--- src/rtl/adel_seq_ctrl.sv ---
// Run-control sequencer and program store for the adel core; inst_o is combinational, control outputs are registered.
// Commands are accepted in IDLE/RUN/STEP (cmd_ready low only while the core reset is held in CRST).
module adel_seq_ctrl #(
  parameter int DEPTH = 32,
  parameter int CW    = 16
) (
  input  logic          clk,
  input  logic          nrst,
  input  logic          cmd_valid,
  output logic          cmd_ready,
  input  logic [2:0]    cmd_op,
  input  logic [15:0]   cmd_data,
  input  logic [7:0]    pc_i,
  output logic [15:0]   inst_o,
  output logic          core_en,
  output logic          core_nrst,
  output logic          running,
  output logic          bp_hit,
  output logic          cmd_err,
  output logic [CW-1:0] cyc_cnt
);
  localparam int AW = (DEPTH > 1) ? $clog2(DEPTH) : 1;

  localparam logic [2:0] OP_NOP      = 3'd0;
  localparam logic [2:0] OP_SET_WPTR = 3'd1;
  localparam logic [2:0] OP_WRITE    = 3'd2;
  localparam logic [2:0] OP_RUN      = 3'd3;
  localparam logic [2:0] OP_HALT     = 3'd4;
  localparam logic [2:0] OP_STEP     = 3'd5;
  localparam logic [2:0] OP_SET_BP   = 3'd6;
  localparam logic [2:0] OP_CORE_RST = 3'd7;

  typedef enum logic [1:0] {S_IDLE, S_RUN, S_STEP, S_CRST} state_t;

  state_t          state_q, state_d;
  logic [AW-1:0]   wptr_q, wptr_d;
  logic            bp_en_q, bp_en_d;
  logic [7:0]      bp_addr_q, bp_addr_d;
  logic [7:0]      step_cnt_q, step_cnt_d;
  logic [CW-1:0]   cyc_cnt_q, cyc_cnt_d;
  logic            bp_hit_q, bp_hit_d;
  logic            cmd_err_q, cmd_err_d;
  logic            first_q, first_d;
  logic            core_nrst_q, core_nrst_d;
  logic            crst_cnt_q, crst_cnt_d;
  logic            mem_we;
  logic            acc;
  logic            exec_st;
  logic            bp_match;
  logic [15:0]     mem_q [DEPTH];

  always_comb begin
    state_d     = state_q;
    wptr_d      = wptr_q;
    bp_en_d     = bp_en_q;
    bp_addr_d   = bp_addr_q;
    step_cnt_d  = step_cnt_q;
    cyc_cnt_d   = cyc_cnt_q;
    bp_hit_d    = bp_hit_q;
    cmd_err_d   = 1'b0;
    first_d     = first_q;
    crst_cnt_d  = crst_cnt_q;
    mem_we      = 1'b0;

    exec_st   = (state_q == S_RUN) || (state_q == S_STEP);
    // first suppresses the match so a run started at bp_addr executes it
    bp_match  = exec_st && bp_en_q && (pc_i == bp_addr_q) && !first_q;
    core_en   = exec_st && !bp_match;
    cmd_ready = (state_q != S_CRST);
    acc       = cmd_valid && cmd_ready;

    if (core_en) cyc_cnt_d = cyc_cnt_q + CW'(1);

    case (state_q)
      S_IDLE: begin
        if (acc) begin
          case (cmd_op)
            OP_SET_WPTR: wptr_d = cmd_data[AW-1:0];
            OP_WRITE: begin
              mem_we = 1'b1;
              wptr_d = wptr_q + AW'(1);
            end
            OP_RUN: begin
              state_d  = S_RUN;
              first_d  = 1'b1;
              bp_hit_d = 1'b0;
            end
            OP_STEP: begin
              if (cmd_data[7:0] != 8'd0) begin
                state_d    = S_STEP;
                step_cnt_d = cmd_data[7:0];
                first_d    = 1'b1;
                bp_hit_d   = 1'b0;
              end
            end
            OP_CORE_RST: begin
              state_d    = S_CRST;
              crst_cnt_d = 1'b0;
              cyc_cnt_d  = '0;
            end
            default: ;
          endcase
        end
      end
      S_RUN, S_STEP: begin
        first_d = 1'b0;
        if (bp_match) begin
          state_d  = S_IDLE;
          bp_hit_d = 1'b1;
        end else if (acc && (cmd_op == OP_HALT)) begin
          state_d = S_IDLE;
        end else if (state_q == S_STEP) begin
          step_cnt_d = step_cnt_q - 8'd1;
          if (step_cnt_q == 8'd1) state_d = S_IDLE;
        end
        if (acc && !((cmd_op == OP_NOP) || (cmd_op == OP_HALT) || (cmd_op == OP_SET_BP)))
          cmd_err_d = 1'b1;
      end
      S_CRST: begin
        if (crst_cnt_q) state_d = S_IDLE;
        else crst_cnt_d = 1'b1;
      end
      default: state_d = S_IDLE;
    endcase

    if (acc && (cmd_op == OP_SET_BP)) begin
      bp_addr_d = cmd_data[7:0];
      bp_en_d   = cmd_data[8];
    end

    // registered so core_nrst is low exactly while the state register holds CRST
    core_nrst_d = (state_d != S_CRST);
  end

  always_ff @(posedge clk) begin
    if (!nrst) begin
      state_q     <= S_IDLE;
      wptr_q      <= '0;
      bp_en_q     <= 1'b0;
      bp_addr_q   <= '0;
      step_cnt_q  <= '0;
      cyc_cnt_q   <= '0;
      bp_hit_q    <= 1'b0;
      cmd_err_q   <= 1'b0;
      first_q     <= 1'b0;
      core_nrst_q <= 1'b0;
      crst_cnt_q  <= 1'b0;
    end else begin
      state_q     <= state_d;
      wptr_q      <= wptr_d;
      bp_en_q     <= bp_en_d;
      bp_addr_q   <= bp_addr_d;
      step_cnt_q  <= step_cnt_d;
      cyc_cnt_q   <= cyc_cnt_d;
      bp_hit_q    <= bp_hit_d;
      cmd_err_q   <= cmd_err_d;
      first_q     <= first_d;
      core_nrst_q <= core_nrst_d;
      crst_cnt_q  <= crst_cnt_d;
    end
  end

  // program store deliberately has no reset so a loaded program survives nrst
  always_ff @(posedge clk) begin
    if (nrst && mem_we) mem_q[wptr_q] <= cmd_data;
  end

  assign inst_o    = mem_q[pc_i[AW-1:0]];
  assign core_nrst = core_nrst_q;
  assign running   = exec_st;
  assign bp_hit    = bp_hit_q;
  assign cmd_err   = cmd_err_q;
  assign cyc_cnt   = cyc_cnt_q;
endmodule

--- config.mk ---
export PLATFORM = sky130hd
export DESIGN_NAME = adel_seq_ctrl
export DESIGN_NICKNAME = d
export VERILOG_FILES = /design/src/rtl/adel_seq_ctrl.sv
export SDC_FILE = /design/constraint.sdc
export NUM_CORES = 1
export LEC_CHECK = 0
export CORE_ASPECT_RATIO = 0.5
export CORE_UTILIZATION = 38
export DETAILED_ROUTE_END_ITERATION = 8
export PLACE_DENSITY = 0.59
export SETUP_SLACK_MARGIN = 0.02
export SYNTH_ARGS = -nofsm -noshare
export SYNTH_HDL_FRONTEND = slang
export SYNTH_SLANG_ARGS = --single-unit
--- constraint.sdc ---
create_clock -name clk -period 3.8 [get_ports clk]
set_clock_uncertainty 0.05 [all_clocks]
set_input_delay 0.76 -clock clk [delete_from_list [all_inputs] [get_ports clk]]
set_output_delay 0.76 -clock clk [all_outputs]
set_load 0.01 [all_outputs]
-- After elaboration in Yosys (flattened, before gate mapping)
Memory sizes are Yosys's and may differ from the RTL's.
Cells that the tools add are included.
- register bits after elaboration: 45
- logic and storage cells: 106
- RAM bits: 512
- output and inout port bits: 38
- memories: 1
- muxes and demuxes: 39
- reductions and logical operators: 28
- equality and inequality tests: 24
- add/sub/neg operators: 3
- memories (memory ; words ; width ; read ports ; clocked after memory_dff ; wr ports ; line ; source):
    mem_q ; 32 ; 16 ; 1 ; 0 ; 1 ; 50 ; logic [15:0] mem_q [DEPTH];
- operators with widths (operator ; count):
    $mux W16 ; 4
    $mux W8 ; 6
    $add A16 B1 Y16 const B ; 1
    $ne A2 B2 Y1 const B ; 8
    $pmux W8 S2 ; 1
    $mux W2 ; 7
    $mux W1 ; 13
    $eq A3 B3 Y1 const B ; 4
    $pmux W2 S3 ; 2
    $pmux W1 S2 ; 5
    $pmux W5 S2 ; 1
    $logic_and A1 B1 Y1 ; 9
    $eq A8 B1 Y1 const B ; 1
    $eq A8 B8 Y1 ; 1
    $reduce_bool A8 Y1 ; 1
    $sub A8 B1 Y8 const B ; 1
    $reduce_and A7 Y1 ; 1
    $eq A3 B2 Y1 const B ; 2
    $reduce_and A3 Y1 ; 2
    $reduce_bool A2 Y1 ; 3
    $add A5 B1 Y5 const B ; 1
    $reduce_and A5 Y1 ; 1
    $eq A2 B2 Y1 const B ; 2
    $ne A2 B1 Y1 const B ; 2
    other kinds (11) ; 15

-- Longest topological paths before layout
Gate-level depths: netlist of the first run.
- depth after elaboration: 11
- mapped depth: 10
- depth with buffers taken out: 8

-- Least setup slack after synthesis of the first run
Ideal clock, no wire load.
- path kind: input port to output port
- start: input pc_i[0]
- end: output inst_o[0]
- slack: 449 ps
- arrival time: 2541 ps
- required time: 2990 ps
- cell stages on the path: 6
- cell sequence: clkbuf_1 buf_6 buf_6 mux4_2 mux4_2 mux2_2
- cells in the longest elaborated chain, start to end: 1
- RTL lines (item ; line ; source):
    start, declared ; 13 ; input logic [7:0] pc_i,
    $mem_v2 Z32 W16 ; n/a ;
    end, declared ; 14 ; output logic [15:0] inst_o,
No other way between the ends.

-- Worst setup path after layout of the first run
- start: input pc_i[1]
- end: output inst_o[11]
The elaborated chain is that of the path after synthesis.

==> results_dict.tcl, run 1 <==
set metrics [dict create \
    cp.depth 6 \
    crit_arrival_ps 2930 \
    dp.final_hpwl_microns 31800 \
    clock-root-buffer "clkbuf_16" \
    clkTransAtPathRegs_ps 60 \
    vdd_drop_max_mv 0.356 \
    vias 11500 \
    max_clock_freq_ghz 0.267 \
    via_per_inst 5.57 \
    yosys.area_share.xor_xnor_pct 0.473 \
    busiest_layer "met2" \
    numCtsBuffers 51 \
    path_buf_inv 3 \
    layout_common_cells "512 x edfxtp_1, 160 x mux4_2, 79 x buf_4" \
    cp_top_family "multiplexers" \
    areaGrowthSynthToFinish_pct 18.7 \
    fp.coreArea_sq_mm 0.0576 \
    reg2reg_depth 8 \
    grt_use_total_pct 18.1 \
    yosys.area_share.simple_pct 3.68 \
    die_h_microns 173 \
    utilization_pct 45.8 \
    grt_pass1_wl_microns 78700 \
    worstPathRequired_ps 2990 \
    final_max_slew_viol_count 0 \
    period_share_pct 98.5 \
    fp-row-count 62 \
    crit_path_end_kind "primary output" \
    ys_types 64 \
    cts_sinks 557 \
    ys_top_cells_by_area "edfxtp_1 69%, mux4_2 16%, dfxtp_1 4.1%" \
    portBuffers 67 \
    wire_per_inst_microns 25.8 \
    worst_path_largest_cell_delay_ps 520 \
    synth_top_area_share_pct 69.2 \
    postRouteAntennaNets 0 \
    path_common_cell "mux4_2" \
    worstSetupPathType "primary input to primary output" \
    dr.pass1.iters 6 \
    hold_viol_final 0 \
    hold_depth 2 \
    layout_commonest_cell "edfxtp_1" \
    grt_pass1_vias 11800 \
    synth_mux_area_share_pct 17.4 \
    fillers 4822 \
    start_util_pct 38.6 \
    final_nets 1303 \
    synth_edf_count 512 \
    synth_top_family_by_area "multiplexers" \
    cts_tree "built" \
    rsz0062_at_grt "true" \
    period_minus_slack_ps 3740 \
    crit_fanout 40 \
    worst_pin_slew_ps 1120 \
    synth_ff_type "edfxtp_1" \
    yosysSeqAreaShare_pct 73.2 \
    yosys.area_share.adder_pct 0.619 \
    run_status "finished clean" \
    yosysTopAreaCell "edfxtp_1" \
    ys_seq_elements 557 \
    die_w_microns 344 \
    overflow 0 \
    setup_ws_ps 58.7 \
    cts_hold_buffers 0 \
    max_slew_margin_pct 25.3 \
    insertedDiodeCount 0 \
    synth_compound_area_share_pct 2.93 \
    power.density_mw_per_mm2 503 \
    setup_violations 0 \
    ys_async_sr_fraction_pct 0 \
    wl_microns 53200 \
    clock_latency_ps 580 \
    synth_warnings 0 \
    die-area_sq_mm 0.0595 \
    regArea_sq_mm 0.0163 \
    top_level_ports 68 \
    cts.path.max_buffers 3 \
    hp-class "flop to flop" \
    grt_use_met1_pct 26.9 \
    p_leak_uw 0.00840 \
    antenna_found_initial 0 \
    maxCapViolCount 0 \
    final_layout_size_suffix_gt1_share_pct 30.4 \
    syn_area_sq_mm 0.0222 \
    synth.net_count 1137 \
    crit_path_start_kind "primary input" \
    path_cells "buf_4 -> buf_12 -> mux4_2 -> mux4_2 -> mux2_2 -> clkdlybuf4s50_1" \
    use_met3_pct 2.58 \
    dpl_worst_slack_ps -171 \
    synth_area_per_cell_sq_um 20.3 \
    grt_max_degree 41 \
    synthCells 1096 \
    gp_congestion 0.824 \
    grt_util_met2_pct 28.6 \
    multi_input_area_sq_mm 0.00567 \
    drtIter0Drc 1242 \
    drc 0 \
    cp_slowest_cell "mux4_2" \
    htreeDepth 2 \
]
## sequential cells by signal, summed over array words and instances (netlist names)
register / count
core_nrst: 1
bp_hit: 1
state_q: 2
bp_addr_q: 8
cyc_cnt: 16
bp_en_q: 1
first_q: 1
step_cnt_q: 8
wptr_q: 5
crst_cnt_q: 1
cmd_err: 1
mem_q: 512
## worst paths after layout
kind	startpoint	to	slack (ps)
min reg2reg	first_q	first_q	420
max reg2reg	state_q[0]	mem_q[15][5]	930
min	first_q	first_q	420
max	pc_i[1]	inst_o[11]	60
## cell usage after synthesis (11+ instances only)
cell and n:
edfxtp_1 512, ha_1 11, o21ai_0 12, mux2_2 16, nand3_1 14, nor2_1 63, nand2_1 24, dfxtp_1 45
inv_1 16, mux4_2 160, a21oi_1 26, clkbuf_1 28
## per-stage QoR
step                      setup TNS (ps)  hold slack, ps  total power (uW)  cell area (sq um)  cells
after floorplan                        0             376              7850              22200   1096
after global placement             -1850             400              8360              24600   1964
after detailed placement           -2010             402              8410              24600   1964
after CTS                              0             411             13400              26300   2059
after global routing                   0             459             13700              26400   2066
final                                  0             420             13300              26400   2066
## worst reg2reg max path: cells and delay by family (launching register included)
family        cells  cell delay (ps)
fa+ha+maj         1              350
buf+inv           3              530
flops             1              350
simple gates      4             1310
## per-layer routing
layer  up-vias  wire [microns]
met5         -               0
met4         0             837
met3        58            2810
met2       376           25300
met1      6163           24300
li1       4911               -
## area by class of cell
| cell class | instances | area share [%] |
|---|---|---|
| clock buffer | 62 | 5.11 |
| clock inverter | 27 | 0.920 |
| inverter | 18 | 0.256 |
| multi-input combinational | 463 | 21.5 |
| sequential | 557 | 61.7 |
| tap | 768 | 3.64 |
| timing repair buffer | 171 | 6.92 |
## power breakdown
group | switching (uW) | internal [uW]
combinational | 844 | 637
sequential | 83.7 | 6760
clock | 2220 | 2730
## logic make-up after synthesis
| family | count (synthesis) |
|---|---|
| compound gates | 92 |
| xor+xnor | 12 |
| fa+ha+maj | 11 |
| buf+inv | 76 |
| flops | 557 |
| mux | 185 |
| simple gates | 163 |
## repair_timing
| action | CTS | global route |
|---|---|---|
| setup endpoints to repair | 16 | 3 |
| gates resized for setup | 25 | 1 |
| pin swaps | 0 | 0 |
| setup buffers | 2 | 7 |
| cloned | 4 | 0 |
Note: power is estimated with default switching activity, not from simulation.
==> inputs of run 2 (changes only) <==
CORE_ASPECT_RATIO = default   (was 0.5)
==> run 2 against run 1 <==
Effect of this change:
- the run now ends with setup timing left
- power grew 1.5%
- sequential cell count is the same
- sequential share of layout area grew 0.19 points
- clock-buffer cell count grew 10
- sequential power is essentially flat
- setup slack lost 60 ps
- critical path depth grew 1
- worst hold slack lost 0.93 ps
- clock power grew 4.8%
- critical path type unchanged
==> results_dict.tcl, run 2 (synthesis gave the netlist of run 1 again) <==
set metrics [dict create \
    dpl_worst_slack_ps -221 \
    htreeDepth 2 \
    overflow 0 \
    numCtsBuffers 54 \
    p_total_uw 13500 \
    rrSetupSlack_ps 990 \
    worst_pin_slew_ps 1170 \
    wl_microns 52700 \
    crit_path_end_kind "primary output" \
    drtIter0Drc 1036 \
    die-area_sq_mm 0.0594 \
    power.density_mw_per_mm2 513 \
    hold_depth 2 \
    max_slew_margin_pct 21.5 \
    placed_cell_area_sq_mm 0.0245 \
    via_per_inst 5.50 \
    rsz0062_at_grt "true" \
    layout_common_cells "512 x edfxtp_1, 160 x mux4_2, 68 x buf_4" \
    grt_pass1_wl_microns 78400 \
    crit_fanout 8 \
    crit_arrival_ps 2990 \
    portBuffers 67 \
    start_util_pct 38.5 \
    drc 0 \
    fin_area_sq_mm 0.0263 \
    worstPathRequired_ps 2990 \
    layout_commonest_cell "edfxtp_1" \
    fp-row-count 88 \
    clock-root-buffer "clkbuf_16" \
    wire_per_inst_microns 25.6 \
    clkTransAtPathRegs_ps 60 \
    p_leak_uw 0.00838 \
    cts_sinks 557 \
    grt_pass1_vias 11800 \
    dr.pass1.iters 5 \
    maxCapViolCount 0 \
    cts.path.max_buffers 3 \
    grt_use_total_pct 18.1 \
    period_minus_slack_ps 3800 \
    utilization_pct 45.6 \
    postRouteAntennaNets 0 \
    largest_register "mem_q" \
    final_max_slew_viol_count 0 \
    grt_max_degree 37 \
    die_h_microns 244 \
    top_level_ports 68 \
    vdd_drop_max_mv 0.389 \
    setup_ws_ps -1.42 \
    die_w_microns 244 \
    setup_violations 1 \
    largest_reg_flops 512 \
    final_nets 1292 \
    final_layout_size_suffix_gt1_share_pct 29.7 \
    antenna_found_initial 0 \
    period_share_pct 100 \
    max_clock_freq_ghz 0.263 \
    cts_hold_buffers 0 \
    violations "setup timing" \
    gp_congestion 0.802 \
    crit_path_start_kind "primary input" \
    vias 11300 \
    hold_viol_final 0 \
    worstSetupPathType "primary input to primary output" \
    dp.final_hpwl_microns 31000 \
    clock_latency_ps 600 \
    areaGrowthSynthToFinish_pct 18.4 \
    hp-class "flop to flop" \
    fp.coreArea_sq_mm 0.0577 \
    insertedDiodeCount 0 \
    run_status "finished, violations left" \
    reg2reg_depth 8 \
    cts_tree "built" \
]
run 2: changes by cell type in the layout (fill, tap and decap cells not counted), moves of 2 or more:
cell	change
buf_16	-5
buf_4	-11
buf_6	+2
clkbuf_1	+8
clkbuf_16	+2
dlygate4sd2_1	-2
dlymetal6s2s_1	+2
run 2: what timing repair did:
| item | in CTS | in global routing |
|---|---|---|
| resized for setup | 15 | 8 |
| gates cloned | 2 | 0 |
| setup buffers | 2 | 0 |
| setup endpoints to repair | 16 | 6 |
run 2: final timing paths:
kind                            startpoint            to
worst min-delay path               first_q       first_q
worst max register to register  state_q[1]  mem_q[14][0]
worst max-delay path               pc_i[0]    inst_o[10]
worst min register to register     first_q       first_q
run 2: worst max-delay path: stages:
cell,delay [ps]
clkbuf_16,170
buf_12,160
buf_12,140
mux4_2,500
mux4_2,460
mux2_2,280
clkdlybuf4s50_1,480
run 2: per-stage QoR:
stage / instances / hold slack, ps / setup TNS (ps)
2_1_floorplan: 1096 / 376 / 0
3_3_place_gp: 1956 / 388 / -2920
3_5_place_dp: 1956 / 398 / -2830
4_1_cts: 2060 / 407 / -114
5_1_grt: 2060 / 442 / -64.1
6_report: 2060 / 419 / -1.42
run 2: area by class of cell:
cell class	instances	area, sq um
repair buffers	157	1640
fillers	4909	31400
clock buffers	72	1440
inverters	18	67.6
clock inverters	28	251
flip-flops and latches	557	16300
well taps	765	957
multi-input cells	463	5670
run 2: layer usage:
| layer | share of wire (%) | global-route usage, % |
|---|---|---|
| met1 | 45 | 25.7 |
| met2 | 47 | 28.5 |
| met5 | 0 | 0 |
| met4 | 2.2 | 5.35 |
| met3 | 5.4 | 3.03 |
run 2: where the power goes:
part,leakage (uW),internal [uW],switching [uW]
sequential,0.00497,6760,76.3
combinational,0.00260,624,824
clock,0.000815,2940,2260
==> inputs of run 3 (changes only) <==
SKIP_LAST_GASP = 1   (was default)
==> run 3 against run 2 <==
Effect of this change:
- the flow still finishes with violations (setup timing)
- core utilization is essentially flat
- wire length grew 0.24%
- die area is the same
- critical path depth shrank 1
- cell count is the same
- register-to-register slack is essentially flat
- worst hold slack is essentially flat
- largest cell class unchanged
==> results_dict.tcl, run 3 (synthesis gave the netlist of run 1 again) <==
set metrics [dict create \
    run_status "finished, violations left" \
    violations "setup timing" \
    largest_reg_flops 512 \
    internal_power_uw 10300 \
    power_switching_uw 3170 \
    postRouteAntennaNets 0 \
    die_h_microns 244 \
    p_leak_uw 0.00837 \
    layout_common_cells "512 x edfxtp_1, 160 x mux4_2, 67 x buf_4" \
    utilization_pct 45.6 \
    period_minus_slack_ps 3850 \
    cp_top_family "multiplexers" \
    vdd_drop_max_mv 0.389 \
    cts_sinks 557 \
    grt_use_total_pct 18.1 \
    path_buf_inv 3 \
    largest_register "mem_q" \
    hold_viol_final 0 \
    layout_commonest_cell "edfxtp_1" \
    crit_arrival_ps 3040 \
    worst_pin_slew_ps 1180 \
    via_per_inst 5.51 \
    final_layout_size_suffix_gt1_share_pct 29.7 \
    worstSetupPathType "primary input to primary output" \
    hp-class "flop to flop" \
    wire_per_inst_microns 25.6 \
    max_clock_freq_ghz 0.260 \
    start_util_pct 38.5 \
    grt_max_degree 37 \
    drtIter0Drc 1029 \
    max_slew_margin_pct 21.3 \
    dp.final_hpwl_microns 31000 \
    portBuffers 67 \
    dp_cells 1956 \
    crit_fanout 9 \
    worstPathRequired_ps 2990 \
    die_w_microns 244 \
    stdcell_count 2060 \
    die-area_sq_mm 0.0594 \
    clock_latency_ps 600 \
    wl_microns 52800 \
    clkTransAtPathRegs_ps 60 \
    maxCapViolCount 0 \
    clock-root-buffer "clkbuf_16" \
    cp_slowest_cell "mux4_2" \
    p_sw_share_pct 23.5 \
    overflow 0 \
    path_common_cell "mux4_2" \
    crit_path_end_kind "primary output" \
    insertedDiodeCount 0 \
    power.density_mw_per_mm2 513 \
    combPwrFrac_pct 10.8 \
    final_max_slew_viol_count 0 \
    vias 11300 \
    crit_path_start_kind "primary input" \
    top_level_ports 68 \
    grt_pass1_vias 11800 \
    numCtsBuffers 54 \
    worst_path_largest_cell_delay_ps 540 \
    drc 0 \
    path_cells "clkbuf_16 -> buf_16 -> mux4_2 -> mux4_2 -> mux2_2 -> clkdlybuf4s50_1" \
    period_share_pct 101 \
    gp_congestion 0.802 \
    cts.path.max_buffers 3 \
    whs_ps 419 \
    setup_ws_ps -46.1 \
    seqPwrFrac_pct 50.7 \
    grt_pass1_wl_microns 78400 \
    areaGrowthSynthToFinish_pct 18.5 \
    dpl_worst_slack_ps -221 \
    fp.coreArea_sq_mm 0.0577 \
    setup_violations 2 \
    fp-row-count 88 \
    cts_hold_buffers 0 \
    dr.pass1.iters 5 \
    cts_tree "built" \
    clockPowerShare_pct 38.5 \
    antenna_found_initial 0 \
    htreeDepth 2 \
    rsz0062_at_grt "true" \
    final_nets 1292 \
]
[run 3: cell types whose count changed in the layout (fill, tap and decap cells not counted)]
cell,change
buf_8,+1
dlygate4sd2_1,-4
clkdlybuf4s50_1,+4
buf_4,-1
[run 3: final timing paths]
path | end | depth (start not counted) | from | slack (ps)
setup reg to reg | mem_q[14][10] | 8 | state_q[1] | 990
hold reg to reg | first_q | 2 | first_q | 420
setup / recovery | inst_o[1] | 6 | pc_i[0] | -50
hold / removal | first_q | 2 | first_q | 420
[run 3: cell type report]
class / count / area, sq um
tap: 765 / 957
multi-input combinational: 463 / 5670
fill: 4908 / 31400
inverter: 18 / 67.6
clock inverter: 28 / 251
timing repair buffer: 157 / 1650
clock buffer: 72 / 1440
sequential: 557 / 16300
[run 3: repair_timing]
action / 4_1_cts / 5_1_grt
setup endpoints to repair: 16 / 10
gates cloned: 2 / 0
resized for setup: 10 / 11
setup buffers: 2 / 0
[run 3: worst register-to-register path: cells and delay by family, from the launching register on]
| family | cells | cell delay [ps] |
|---|---|---|
| flip-flops | 1 | 340 |
| AND/OR/NAND/NOR | 4 | 1170 |
| adder cells (fa/ha/maj) | 1 | 360 |
| buffers and inverters | 3 | 590 |
[run 3: metal layers]
layer | share of wire (%) | vias to the layer above | global-route usage [%]
li1 | - | 4887 | -
met1 | 45 | 6076 | 25.8
met2 | 47 | 324 | 28.5
met3 | 5.1 | 61 | 2.96
met4 | 2.2 | 0 | 5.35
met5 | 0 | - | 0
[run 3: power groups by stage]
stage / logic (uW) / registers [uW] / clock network [uW]
floorplan: 902 / 6940 / 0
global placement: 1420 / 6960 / 0
detailed placement: 1440 / 6970 / 0
CTS: 1450 / 6830 / 5340
global route: 1590 / 6850 / 5540
finish: 1450 / 6840 / 5200
[run 3: per-stage QoR]
stage | total power (uW) | instance area (sq um) | TNS, ps
2_1_floorplan | 7850 | 22200 | 0
3_3_place_gp | 8380 | 24500 | -2920
3_5_place_dp | 8400 | 24500 | -2830
4_1_cts | 13600 | 26300 | -270
5_1_grt | 14000 | 26300 | -278
6_report | 13500 | 26300 | -59.0
